`src/rtl/led_pattern_sequencer.sv`:
```
// LED pattern sequencer: debounced 3-bit mode select drives one of five
// tick-paced animations or a manual pass-through onto a registered LED bus.
module led_pattern_sequencer #(
   parameter int NUM_LEDS        = 4,
   parameter int TICK_DIV        = 25000000,
   parameter int DEBOUNCE_CYCLES = 1000000
) (
   input  logic                clk,
   input  logic                rst_n,
   input  logic [2:0]          sw_mode,
   input  logic [NUM_LEDS-1:0] sw_data,
   output logic [NUM_LEDS-1:0] led,
   output logic [2:0]          mode,
   output logic                mode_change
);

   typedef enum logic [2:0] {
      MODE_CYCLE  = 3'd0,
      MODE_LFSR   = 3'd1,
      MODE_BLINK  = 3'd2,
      MODE_BOUNCE = 3'd3,
      MODE_COUNT  = 3'd4,
      MODE_MAN5   = 3'd5,
      MODE_MAN6   = 3'd6,
      MODE_MAN7   = 3'd7
   } mode_e;

   localparam int                  TICK_W    = (TICK_DIV > 1) ? $clog2(TICK_DIV) : 1;
   localparam int                  DB_W      = (DEBOUNCE_CYCLES > 1) ? $clog2(DEBOUNCE_CYCLES) : 1;
   localparam logic [TICK_W-1:0]   TICK_MAX  = TICK_W'(TICK_DIV - 1);
   localparam logic [DB_W-1:0]     DB_MAX    = DB_W'(DEBOUNCE_CYCLES - 1);
   localparam logic [15:0]         LFSR_SEED = 16'hACE1;
   localparam logic [NUM_LEDS-1:0] BIT0      = NUM_LEDS'(1);

   logic [2:0]          sync_meta;
   logic [2:0]          sync_mode;
   logic [2:0]          sync_prev;
   logic [DB_W-1:0]     db_cnt;
   logic [TICK_W-1:0]   tick_cnt;
   mode_e               mode_q;
   logic                mode_load;
   logic                tick;
   logic [NUM_LEDS-1:0] cyc_pat;
   logic [NUM_LEDS-1:0] bnc_pat;
   logic                bnc_up;
   logic [NUM_LEDS-1:0] cnt_pat;
   logic                blink_on;
   logic [15:0]         lfsr;
   logic [NUM_LEDS-1:0] pat_sel;

   assign mode_load = (db_cnt == DB_MAX) && (sync_mode != mode_q);
   assign tick      = (tick_cnt == TICK_MAX);
   assign mode      = mode_q;

   // Two-flop synchroniser feeds a stability counter; a new mode is only
   // accepted once sync_mode has held a different value long enough.
   always_ff @(posedge clk or negedge rst_n) begin
      if (!rst_n) begin
         sync_meta   <= '0;
         sync_mode   <= '0;
         sync_prev   <= '0;
         db_cnt      <= '0;
         mode_q      <= MODE_CYCLE;
         mode_change <= 1'b0;
      end else begin
         sync_meta   <= sw_mode;
         sync_mode   <= sync_meta;
         sync_prev   <= sync_mode;
         mode_change <= 1'b0;
         if (mode_load) begin
            mode_q      <= mode_e'(sync_mode);
            mode_change <= 1'b1;
            db_cnt      <= '0;
         end else if ((sync_mode == mode_q) || (sync_mode != sync_prev)) begin
            db_cnt <= '0;
         end else begin
            db_cnt <= db_cnt + 1'b1;
         end
      end
   end

   // A mode change restarts the step timer so the new animation gets a full period.
   always_ff @(posedge clk or negedge rst_n) begin
      if (!rst_n) begin
         tick_cnt <= '0;
      end else if (mode_load || tick) begin
         tick_cnt <= '0;
      end else begin
         tick_cnt <= tick_cnt + 1'b1;
      end
   end

   // Only the active animation steps; a mode load takes priority over a coincident tick.
   always_ff @(posedge clk or negedge rst_n) begin
      if (!rst_n) begin
         cyc_pat  <= BIT0;
         bnc_pat  <= BIT0;
         bnc_up   <= 1'b1;
         cnt_pat  <= '0;
         blink_on <= 1'b0;
         lfsr     <= LFSR_SEED;
      end else if (mode_load) begin
         cyc_pat  <= BIT0;
         bnc_pat  <= BIT0;
         bnc_up   <= 1'b1;
         cnt_pat  <= '0;
         blink_on <= 1'b0;
         lfsr     <= LFSR_SEED;
      end else if (tick) begin
         case (mode_q)
            MODE_CYCLE: begin
               cyc_pat <= (cyc_pat << 1) | (cyc_pat >> (NUM_LEDS - 1));
            end
            MODE_LFSR: begin
               lfsr <= {lfsr[14:0], lfsr[15] ^ lfsr[13] ^ lfsr[12] ^ lfsr[10]};
            end
            MODE_BLINK: begin
               blink_on <= ~blink_on;
            end
            MODE_BOUNCE: begin
               // Endpoints turn around immediately so neither end is shown twice.
               if (NUM_LEDS > 1) begin
                  if (bnc_up) begin
                     if (bnc_pat[NUM_LEDS-1]) begin
                        bnc_pat <= bnc_pat >> 1;
                        bnc_up  <= 1'b0;
                     end else begin
                        bnc_pat <= bnc_pat << 1;
                     end
                  end else begin
                     if (bnc_pat[0]) begin
                        bnc_pat <= bnc_pat << 1;
                        bnc_up  <= 1'b1;
                     end else begin
                        bnc_pat <= bnc_pat >> 1;
                     end
                  end
               end
            end
            MODE_COUNT: begin
               cnt_pat <= cnt_pat + 1'b1;
            end
            default: begin
            end
         endcase
      end
   end

   always_comb begin
      pat_sel = sw_data;
      case (mode_q)
         MODE_CYCLE:  pat_sel = cyc_pat;
         MODE_LFSR:   pat_sel = lfsr[NUM_LEDS-1:0];
         MODE_BLINK:  pat_sel = {NUM_LEDS{blink_on}};
         MODE_BOUNCE: pat_sel = bnc_pat;
         MODE_COUNT:  pat_sel = cnt_pat;
         default:     pat_sel = sw_data;
      endcase
   end

   always_ff @(posedge clk or negedge rst_n) begin
      if (!rst_n) begin
         led <= '0;
      end else begin
         led <= pat_sel;
      end
   end

endmodule

```
`config.mk`:
```
export PLATFORM = sky130hd
export DESIGN_NAME = led_pattern_sequencer
export DESIGN_NICKNAME = d
export VERILOG_FILES = /design/src/rtl/led_pattern_sequencer.sv
export SDC_FILE = /design/constraint.sdc
export NUM_CORES = 1
export LEC_CHECK = 0
export BUFFER_PORTS_ARGS = -buffer_cell sky130_fd_sc_hd__buf_2
export CAP_MARGIN = 0
export CELL_PAD_IN_SITES_DETAIL_PLACEMENT = 1
export CELL_PAD_IN_SITES_GLOBAL_PLACEMENT = 1
export CORE_MARGIN = 2
export CORE_UTILIZATION = 53
export CTS_CLUSTER_DIAMETER = 120
export DETAILED_ROUTE_END_ITERATION = 16
export PLACE_DENSITY = 0.92
export SYNTH_ARGS = -nofsm -noshare
export SYNTH_HDL_FRONTEND = slang
export SYNTH_SLANG_ARGS = --single-unit
```
`constraint.sdc`:
```
create_clock -name clk -period 4.22 [get_ports clk]
set_input_delay 0.844 -clock clk [delete_from_list [all_inputs] [get_ports clk]]
set_output_delay 0.844 -clock clk [all_outputs]
set_load 0.05 [all_outputs]
```
======== Word level (Yosys, flattened, before mapping) ========
Cells that the tools add are included.
cells by class
  muxes and demuxes ....................... 29
  equality and inequality tests ........... 9
  reduce and logical (&&, ||, !) cells .... 15
  magnitude comparators ................... 0
  bitwise logic cells ..................... 5
  multiply operators ...................... 0
  divide/modulo/power cells ............... 0
  add/sub/neg operators ................... 3
  shifts and indexed selects .............. 0
operators with widths
  operator                                                               count
  16-bit 2-to-1 mux                                                      3
  4-bit 2-to-1 mux                                                       12
  20-bit 2-to-1 mux                                                      2
  25-bit by 1-bit adder with 25-bit output, second input constant        1
  25-bit equality test, second input constant                            1
  25-bit 2-to-1 mux                                                      1
  20-bit by 1-bit adder with 20-bit output, second input constant        1
  20-bit equality test, second input constant                            1
  4-bit one-hot mux with 5 select lines                                  1
  2-bit nonzero test                                                     6
  1-bit 2-to-1 mux                                                       10
  2-bit AND reduction                                                    5
  3-bit by 2-bit equality test with 1-bit output, second input constant  2
  3-bit != test                                                          2
  4-bit by 1-bit adder with 4-bit output, second input constant          1
  4-bit by 1-bit OR with 4-bit output                                    1
  3-bit by 1-bit equality test with 1-bit output, second input constant  1
  3-bit equality test                                                    1
  3-bit equality test, second input constant                             1
  3-bit logical NOT                                                      1
  1-bit bitwise XOR                                                      3
  1-bit logical OR                                                       2
  1-bit logical AND                                                      1
  1-bit NOT                                                              1
storage, ports and cells
  memories ................................ 0
  latch bits .............................. 0
  RAM bits ................................ 0
  input port bits ......................... 9
  memory bits (read-only) ................. 0
  flip-flop bits (word level) ............. 92
  logic and storage cells ................. 75

======== Logic depth before layout (Yosys ltp) ========
Gate-level depths: netlist (run 1).
  word-level depth ........................ 6
  mapped depth ............................ 8
  mapped depth without buffers ............ 5

======== Worst setup path after synthesis (run 1) ========
Ideal clock, no wire load.
  path type ............................... flip-flop to flip-flop
  start point ............................. reg mode_q[0] (netlist: mode[0])
  end point ............................... reg bnc_pat[2]
  arrival time ............................ 2165 ps
  cell stages (with the launch flop) ...... 7
  setup time .............................. 73 ps
  path slack .............................. 1982 ps
  required time ........................... 4147 ps
  cells stage by stage .................... dfrtp_1 -> buf_2 -> nand3b_1 -> or4_1 -> buf_2 -> or4_4 -> a21oi_2
between the ends
  word-level cells in the longest chain between the ends .. 4
  elaborated cells on any way between the ends .. 7
RTL lines
  what                           RTL line  RTL
  start, declared                40        mode_e mode_q;
  start signal, assigned         71        mode_q <= mode_e'(sync_mode);
  3-bit != test                  51        assign mode_load = (db_cnt == DB_MAX) && (sync_mode != mode_q);
  1-bit logical AND              51
  2-bit nonzero test (no line)   --
  2-bit AND reduction (no line)  --
  end signal, assigned           125       bnc_pat <= bnc_pat >> 1;
  end signal, assigned           128       bnc_pat <= bnc_pat << 1;
  end signal, assigned           132       bnc_pat <= bnc_pat << 1;
  end, declared                  44        logic [NUM_LEDS-1:0] bnc_pat;
Several ways; a longest one is shown, not always the timed one.
A chain may end at the register's enable or synchronous reset.

======== Worst setup path after layout (run 1) ========
  start point ............................. reg db_cnt[0]
  end point ............................... reg tick_cnt[5]
between the ends
  word-level cells in the longest chain between the ends .. 4
RTL lines
  what                    RTL line  RTL
  start, declared         38        logic [DB_W-1:0] db_cnt;
  start signal, assigned  77        db_cnt <= db_cnt + 1'b1;
  20-bit equality test    51
  1-bit logical AND       51
  1-bit logical OR        86        end else if (mode_load || tick) begin
  25-bit 2-to-1 mux       86
  end signal, assigned    89        tick_cnt <= tick_cnt + 1'b1;
  end, declared           39        logic [TICK_W-1:0] tick_cnt;
No other way between the ends.

==> results.yml, run 1 <==
pwr:
  ir_drop_mv: 0.167
  p_seq_share_pct: 55.5
  clockPowerShare_pct: 42.6
  switchingPower_w: 0.000348
  power_w: 0.00161
  swShare_pct: 21.6
  p_leak_nw: 1.97
  internal_power_w: 0.00126
  comb_power_share_pct: 1.9
  powerDensity_nw_per_um2: 311
synth:
  ys_seq_area_share_pct: 48.1
  async_flop_share_pct: 100
  synth_top_cell_area_share_pct: 42.1
  synthFlopType: "dfrtp_1"
  synth_most_common_cell: "dfrtp_1"
  ys_top_cells_by_area: "dfrtp_1 (42%), dfstp_2 (6.0%), o31ai_1 (4.1%)"
  synth_common_cells: "dfrtp_1 (81), nor3_1 (30), nand4_1 (27)"
  syn_avg_cell_area_sq_um: 10.2
  synth-edff-count: 0
  synth_warnings: 0
  ys_types: 55
  synth_nets: 482
  synth_largest_area_cell: "dfrtp_1"
  synthCells: 470
  synth_area_sq_um: 4820
  synth-seq-cells: 92
sta:
  finalWorstSetupSlack_ns: 1.36
  final_max_slew_viol_count: 0
  fin_crit_sh_pct: 67.7
  min_period_ns: 2.86
  hold_viol: 0
  setup_tns_ns: 0
  holdWs_ns: 0.370
  setup_viol_count_final: 0
  clock_skew_ns: 0.00929
  tightest_slew_ns: 1.01
  rsz0062_at_grt: "false"
  max_freq_ghz: 0.350
  relSlewSlack_pct: 32.4
floorplan:
  die_y_um: 99.3
  num_rows: 34
  core_area_sq_um: 8760
  dieArea_sq_um: 9870
  die_w_um: 99.3
  initial_core_util_pct: 55.0
  pin_count: 17
routing:
  drt_iter0_markers: 242
  drc: 0
  wl_um: 12600
  vias: 3939
  final_antenna_net_count: 0
  avgRoutedWirePerCell_um: 21.7
  via_per_inst: 6.79
  first_pass_iters: 4
placement:
  place.gp.congestion: 0.799
  pre_cts_slack_ns: 1.37
  hpwl_um: 7850
  port_buffers: 16
grt:
  overflow: 0
  antenna_found_initial: 0
  track_usage_pct: 27.7
  grt_max_degree: 68
  grt_pass1_wl_um: 21900
  grt_pass1_vias: 4256
clocking:
  cts.reportedPaths.clkPinSlew_ns: 0.09
  htreeDepth: 3
  cts_inserted_buffers: 9
  root_buffer: "clkbuf_8"
  clock_sinks: 92
  cts_resized: 0
  cts_hold_buf: 0
  insertion_delay_ns: 0.37
  cts_setup_buffers: 0
  cts_tree: "yes"
  cts-root-to-sink-buffers: 2
setup_path:
  endpoint_kind: "register"
  cpPeakStageDelay_ns: 0.63
  worstPathRequired_ns: 4.45
  startpoint_type: "register"
  arrival_ns: 3.09
  cp_max_fo: 43
  slowest_stage: "nor3_4"
  cp_top_family: "simple AND/OR/NAND/NOR gates"
  cp_cell_sequence: "ha_1 > inv_1 > or4_1 > nor3_4 > buf_4 > nor3_1"
  timing.critical_path.buf_inv: 2
  worstSetupPathType: "reg -> reg"
layout:
  fin_nets: 479
  final_layout_size_suffix_gt1_share_pct: 13.1
  area_delta_synth_final_pct: 7.19
  antenna_cells: 0
flow_run:
  max-cap-violations: 0
run_status:
  status: "complete, no violations"
worst_hold_path:
  hold_path_class: "reg -> reg"
-- metal layers --
layer	GRT usage (%)	share of wire [%]
met1	35.1	43
met2	46.6	51
met3	6.18	3.9
met4	10.5	2.4
met5	0	0
-- layout by cell type (no fill, tap or decap), types with 15 or more instances in the layout --
master,instances
a211oi_1,18
a21oi_1,23
dfrtp_1,81
o31ai_1,26
xor2_1,19
nand4_1,27
or4_1,16
nand2_1,17
buf_2,15
nor3_1,30
-- path summary, 6_finish.rpt --
kind / slack (ns) / to / cells after the start / startpoint
max: 1.36 / tick_cnt[5] / 6 / db_cnt[0]
min: 0.37 / sync_mode[2] / 0 / sync_meta[2]
max reg2reg: 1.36 / tick_cnt[5] / 6 / db_cnt[0]
min reg2reg: 0.37 / sync_mode[2] / 0 / sync_meta[2]
max in group asynchronous: 2.75 / cyc_pat[0] / 2 / rst_n
min in group asynchronous: 0.57 / db_cnt[17] / 1 / rst_n
-- logic make-up after synthesis --
family / after synthesis / share of synthesized area (%)
buf+inv: 45 / 4.03
compound gates: 115 / 17.1
flops: 92 / 48.1
simple gates: 177 / 22.3
xor+xnor: 31 / 5.64
fa+ha+maj: 3 / 0.779
mux: 7 / 2.05
-- worst reg2reg max path, delay by kind of cell, from the launching register on --
kind	cells	cell delay (ns)
adder cells (fa/ha/maj)	1	0.28
buffers and inverters	2	0.64
flip-flops	1	0.43
AND/OR/NAND/NOR	3	1.37
-- through the flow --
stage	cells	util (%)	area (sq um)
after detailed placement	564	56.2	4930
after CTS	580	58.9	5160
final	580	58.9	5160
after floorplan	470	-	4820
after global placement	564	56.2	4930
after global routing	580	58.9	5160
-- power by group through the flow --
stage | registers (W) | clock network (W) | logic, W
finish | 0.000891 | 0.000685 | 0.0000312
global placement | 0.000908 | 0 | 0.0000306
CTS | 0.000892 | 0.000699 | 0.0000325
global route | 0.000892 | 0.000736 | 0.0000358
detailed placement | 0.000908 | 0 | 0.0000324
floorplan | 0.000907 | 0 | 0.00000766
-- sequential cells by signal, summed over array words and instances (netlist names) --
name and cells:
blink_on 1, sync_prev 3, sync_meta 3, lfsr 16
bnc_up 1, cnt_pat 4, mode 3, db_cnt 20
mode_change 1, led 4, sync_mode 3, bnc_pat 4
tick_cnt 25, cyc_pat 4
-- final cells by class --
cell class | instances | area, sq um
fillers | 921 | 3600
flip-flops and latches | 92 | 2320
multi-input cells | 333 | 2320
clock buffers | 11 | 151
well taps | 108 | 135
repair buffers | 22 | 128
clock inverters | 5 | 83.8
inverters | 9 | 33.8
No activity file was read; power rests on OpenSTA's default activity.
==> inputs of run 2 (changes only) <==
Settings changed: ABC_AREA set to 1, CORE_UTILIZATION 53 to 47, PLACE_DENSITY 0.92 to 0.87.
Clock period 4.22 ns to 2.8 ns, I/O delays scaled along.
==> run 2 against run 1 <==
  * Sequential power grew 50%
  * Flip-flop and latch count is the same
  * Fmax grew 40%
  * Count of clock-buffer cells in the layout shrank 2
  * Worst hold slack lost 0.22 ns
  * Critical path type unchanged
  * Largest cell class is now multi-input combinational cells
  * Sequential share of layout area shrank 2.4 points
  * Power grew 51%
  * Synthesized cell count grew 39%
==> results.yml, run 2 <==
setup_path:
  arrival_ns: 2.37
  startpoint_type: "register"
  r2r-end: "lfsr[13]"
  reg2reg_from: "db_cnt[1]"
  cp.depth: 7
  startpoint: "db_cnt[1]"
  cp_top_family: "simple AND/OR/NAND/NOR gates"
  crit_end: "lfsr[13]"
  worst_path_most_repeated_cell: "nand2_1"
  worstSetupPathType: "reg -> reg"
  cpPeakStageDelay_ns: 0.43
  endpoint_kind: "register"
  cp_cell_sequence: "ha_1 > nand3_1 > nor3_1 > nand3b_2 > nand2_4 > nand2_1 > nand2_1"
  r2r_cells: 7
  reg2reg_slack_ns: 0.76
  worstPathRequired_ns: 3.12
  cp_max_fo: 21
  slowest_stage: "nand3b_2"
  timing.critical_path.buf_inv: 0
synth:
  synth_warnings: 0
  ys_top_cells_by_area: "dfrtp_1 (40%), nand2_1 (13%), nor2_1 (9.0%)"
  async_flop_share_pct: 100
  syn_avg_cell_area_sq_um: 7.73
  synth_largest_area_cell: "dfrtp_1"
  synth_top_cell_area_share_pct: 40.3
  synthCells: 651
  synth-edff-count: 0
  ys_seq_area_share_pct: 46.0
  synthFlopType: "dfrtp_1"
  synth_common_cells: "nand2_1 (170), nor2_1 (120), dfrtp_1 (81)"
  ys_types: 32
  synth_nets: 663
  synth_most_common_cell: "nand2_1"
  synth-seq-cells: 92
  synth_area_sq_um: 5030
sta:
  clock_skew_ns: 0.0156
  setup_tns_ns: 0
  finalWorstSetupSlack_ns: 0.756
  holdWs_ns: 0.152
  setup_viol_count_final: 0
  fin_crit_sh_pct: 73.0
  min_period_ns: 2.04
  final_max_slew_viol_count: 0
  rsz0062_at_grt: "false"
  max_freq_ghz: 0.489
  relSlewSlack_pct: 59.0
  hold_viol: 0
  tightest_slew_ns: 0.612
worst_hold_path:
  hold_path_class: "in -> async"
grt:
  antenna_found_initial: 0
  track_usage_pct: 25.7
  grt_pass1_vias: 4675
  grt_max_degree: 53
  grt_pass1_wl_um: 23100
  overflow: 0
layout:
  reg_top3: "tick_cnt: 25 flops, db_cnt: 20 flops, lfsr: 16 flops"
  fin_nets: 683
  top_register: "tick_cnt"
  final_common_cell: "nand2_1"
  layout_common_cells: "nand2_1 (170), nor2_1 (120), dfrtp_1 (81), inv_1 (70), nand3_1 (66)"
  area_delta_synth_final_pct: 8.45
  final_core_util_pct: 52.6
  antenna_cells: 0
  final_layout_size_suffix_gt1_share_pct: 10.7
  largest_reg_flops: 25
pwr:
  internal_power_w: 0.00186
  swShare_pct: 23.3
  p_seq_share_pct: 55.4
  comb_power_share_pct: 2.3
  powerDensity_nw_per_um2: 444
  clockPowerShare_pct: 42.3
  ir_drop_mv: 0.280
  switchingPower_w: 0.000565
  p_leak_nw: 2.64
routing:
  vias: 4375
  final_antenna_net_count: 0
  first_pass_iters: 4
  wl_um: 13600
  avgRoutedWirePerCell_um: 16.7
  drc: 0
  drt_iter0_markers: 187
  via_per_inst: 5.39
clocking:
  insertion_delay_ns: 0.39
  clock_sinks: 92
  root_buffer: "clkbuf_8"
  cts_tree: "yes"
  cts_setup_buffers: 0
  cts_resized: 0
  cts_inserted_buffers: 9
  cts_hold_buf: 0
  cts-root-to-sink-buffers: 2
  cts.reportedPaths.clkPinSlew_ns: 0.10
  htreeDepth: 3
placement:
  pre_cts_slack_ns: 0.831
  place.gp.congestion: 0.916
  port_buffers: 16
  hpwl_um: 9790
floorplan:
  dieArea_sq_um: 11600
  initial_core_util_pct: 48.5
  die_w_um: 107
  pin_count: 17
  core_area_sq_um: 10400
  die_y_um: 107
  num_rows: 37
run_status:
  status: "complete, no violations"
flow_run:
  max-cap-violations: 0
==> run 2: changes by cell type after synthesis, moves of 9 or more <==
cell and change:
nand2_1 +153, or3_1 -9, nor2_1 +106, nor3_1 -22, or4_1 -16, clkbuf_1 -19
inv_1 +61, a21oi_1 -20, buf_2 -13, nand3_1 +53, o31ai_1 -26, a211oi_1 -18
==> run 2: worst min-delay path by stage <==
| stage | startpoint | end | cells after the start |
|---|---|---|---|
| 2_1_floorplan | rst_n | blink_on | 0 |
| 3_3_place_gp | sync_meta[2] | sync_mode[2] | 0 |
| 3_5_place_dp | sync_meta[0] | sync_mode[0] | 0 |
| 4_1_cts | rst_n | lfsr[1] | 1 |
| 5_1_grt | rst_n | lfsr[4] | 1 |
| 6_report | rst_n | lfsr[1] | 1 |
==> run 2: layer usage <==
layer	global-route usage [%]	part of all wire [%]	vias up
met5	0	0	-
met4	9.25	1.5	0
met3	3.33	2.8	13
met2	44.0	50	66
met1	33.6	46	2198
li1	-	-	2098
==> run 2: area by class of cell <==
cell class                 count  area [sq um]
multi-input combinational    479          2370
clock buffer                   9           124
tap                          136           170
clock inverter                 7          97.6
timing repair buffer          18           110
inverter                      71           267
sequential                    92          2320
fill                        1319          4910
==> run 2: worst register-to-register path, cell delays in order (launching register included) <==
cell	delay, ns
dfrtp_1	0.38
ha_1	0.18
nand3_1	0.22
nor3_1	0.28
nand3b_2	0.43
nand2_4	0.29
nand2_1	0.09
nand2_1	0.10
==> run 2: through the flow <==
step	instance area [sq um]	power [W]	cells
after floorplan	5030	0.00138	651
after global placement	5240	0.00142	796
after detailed placement	5240	0.00143	796
after CTS	5460	0.00245	812
after global routing	5460	0.00251	812
final	5460	0.00242	812
==> run 2: cell families (layout without fill, tap and decap cells) <==
| group | after synthesis | in the layout | share of synthesized area [%] |
|---|---|---|---|
| AO/OA/AOI/OAI | 19 | 19 | 2.04 |
| XOR/XNOR | 39 | 39 | 6.79 |
| adder cells (fa/ha/maj) | 3 | 3 | 0.746 |
| buffers and inverters | 80 | 105 | 6.81 |
| flip-flops | 92 | 92 | 46.0 |
| AND/OR/NAND/NOR | 418 | 418 | 37.6 |
==> run 2: power groups by stage <==
| stage | combinational [W] | clock [W] | sequential [W] |
|---|---|---|---|
| after floorplan | 0.0000147 | 0 | 0.00137 |
| after global placement | 0.0000558 | 0 | 0.00137 |
| after detailed placement | 0.0000572 | 0 | 0.00137 |
| after CTS | 0.0000580 | 0.00105 | 0.00134 |
| after global routing | 0.0000636 | 0.00110 | 0.00134 |
| final | 0.0000555 | 0.00102 | 0.00134 |
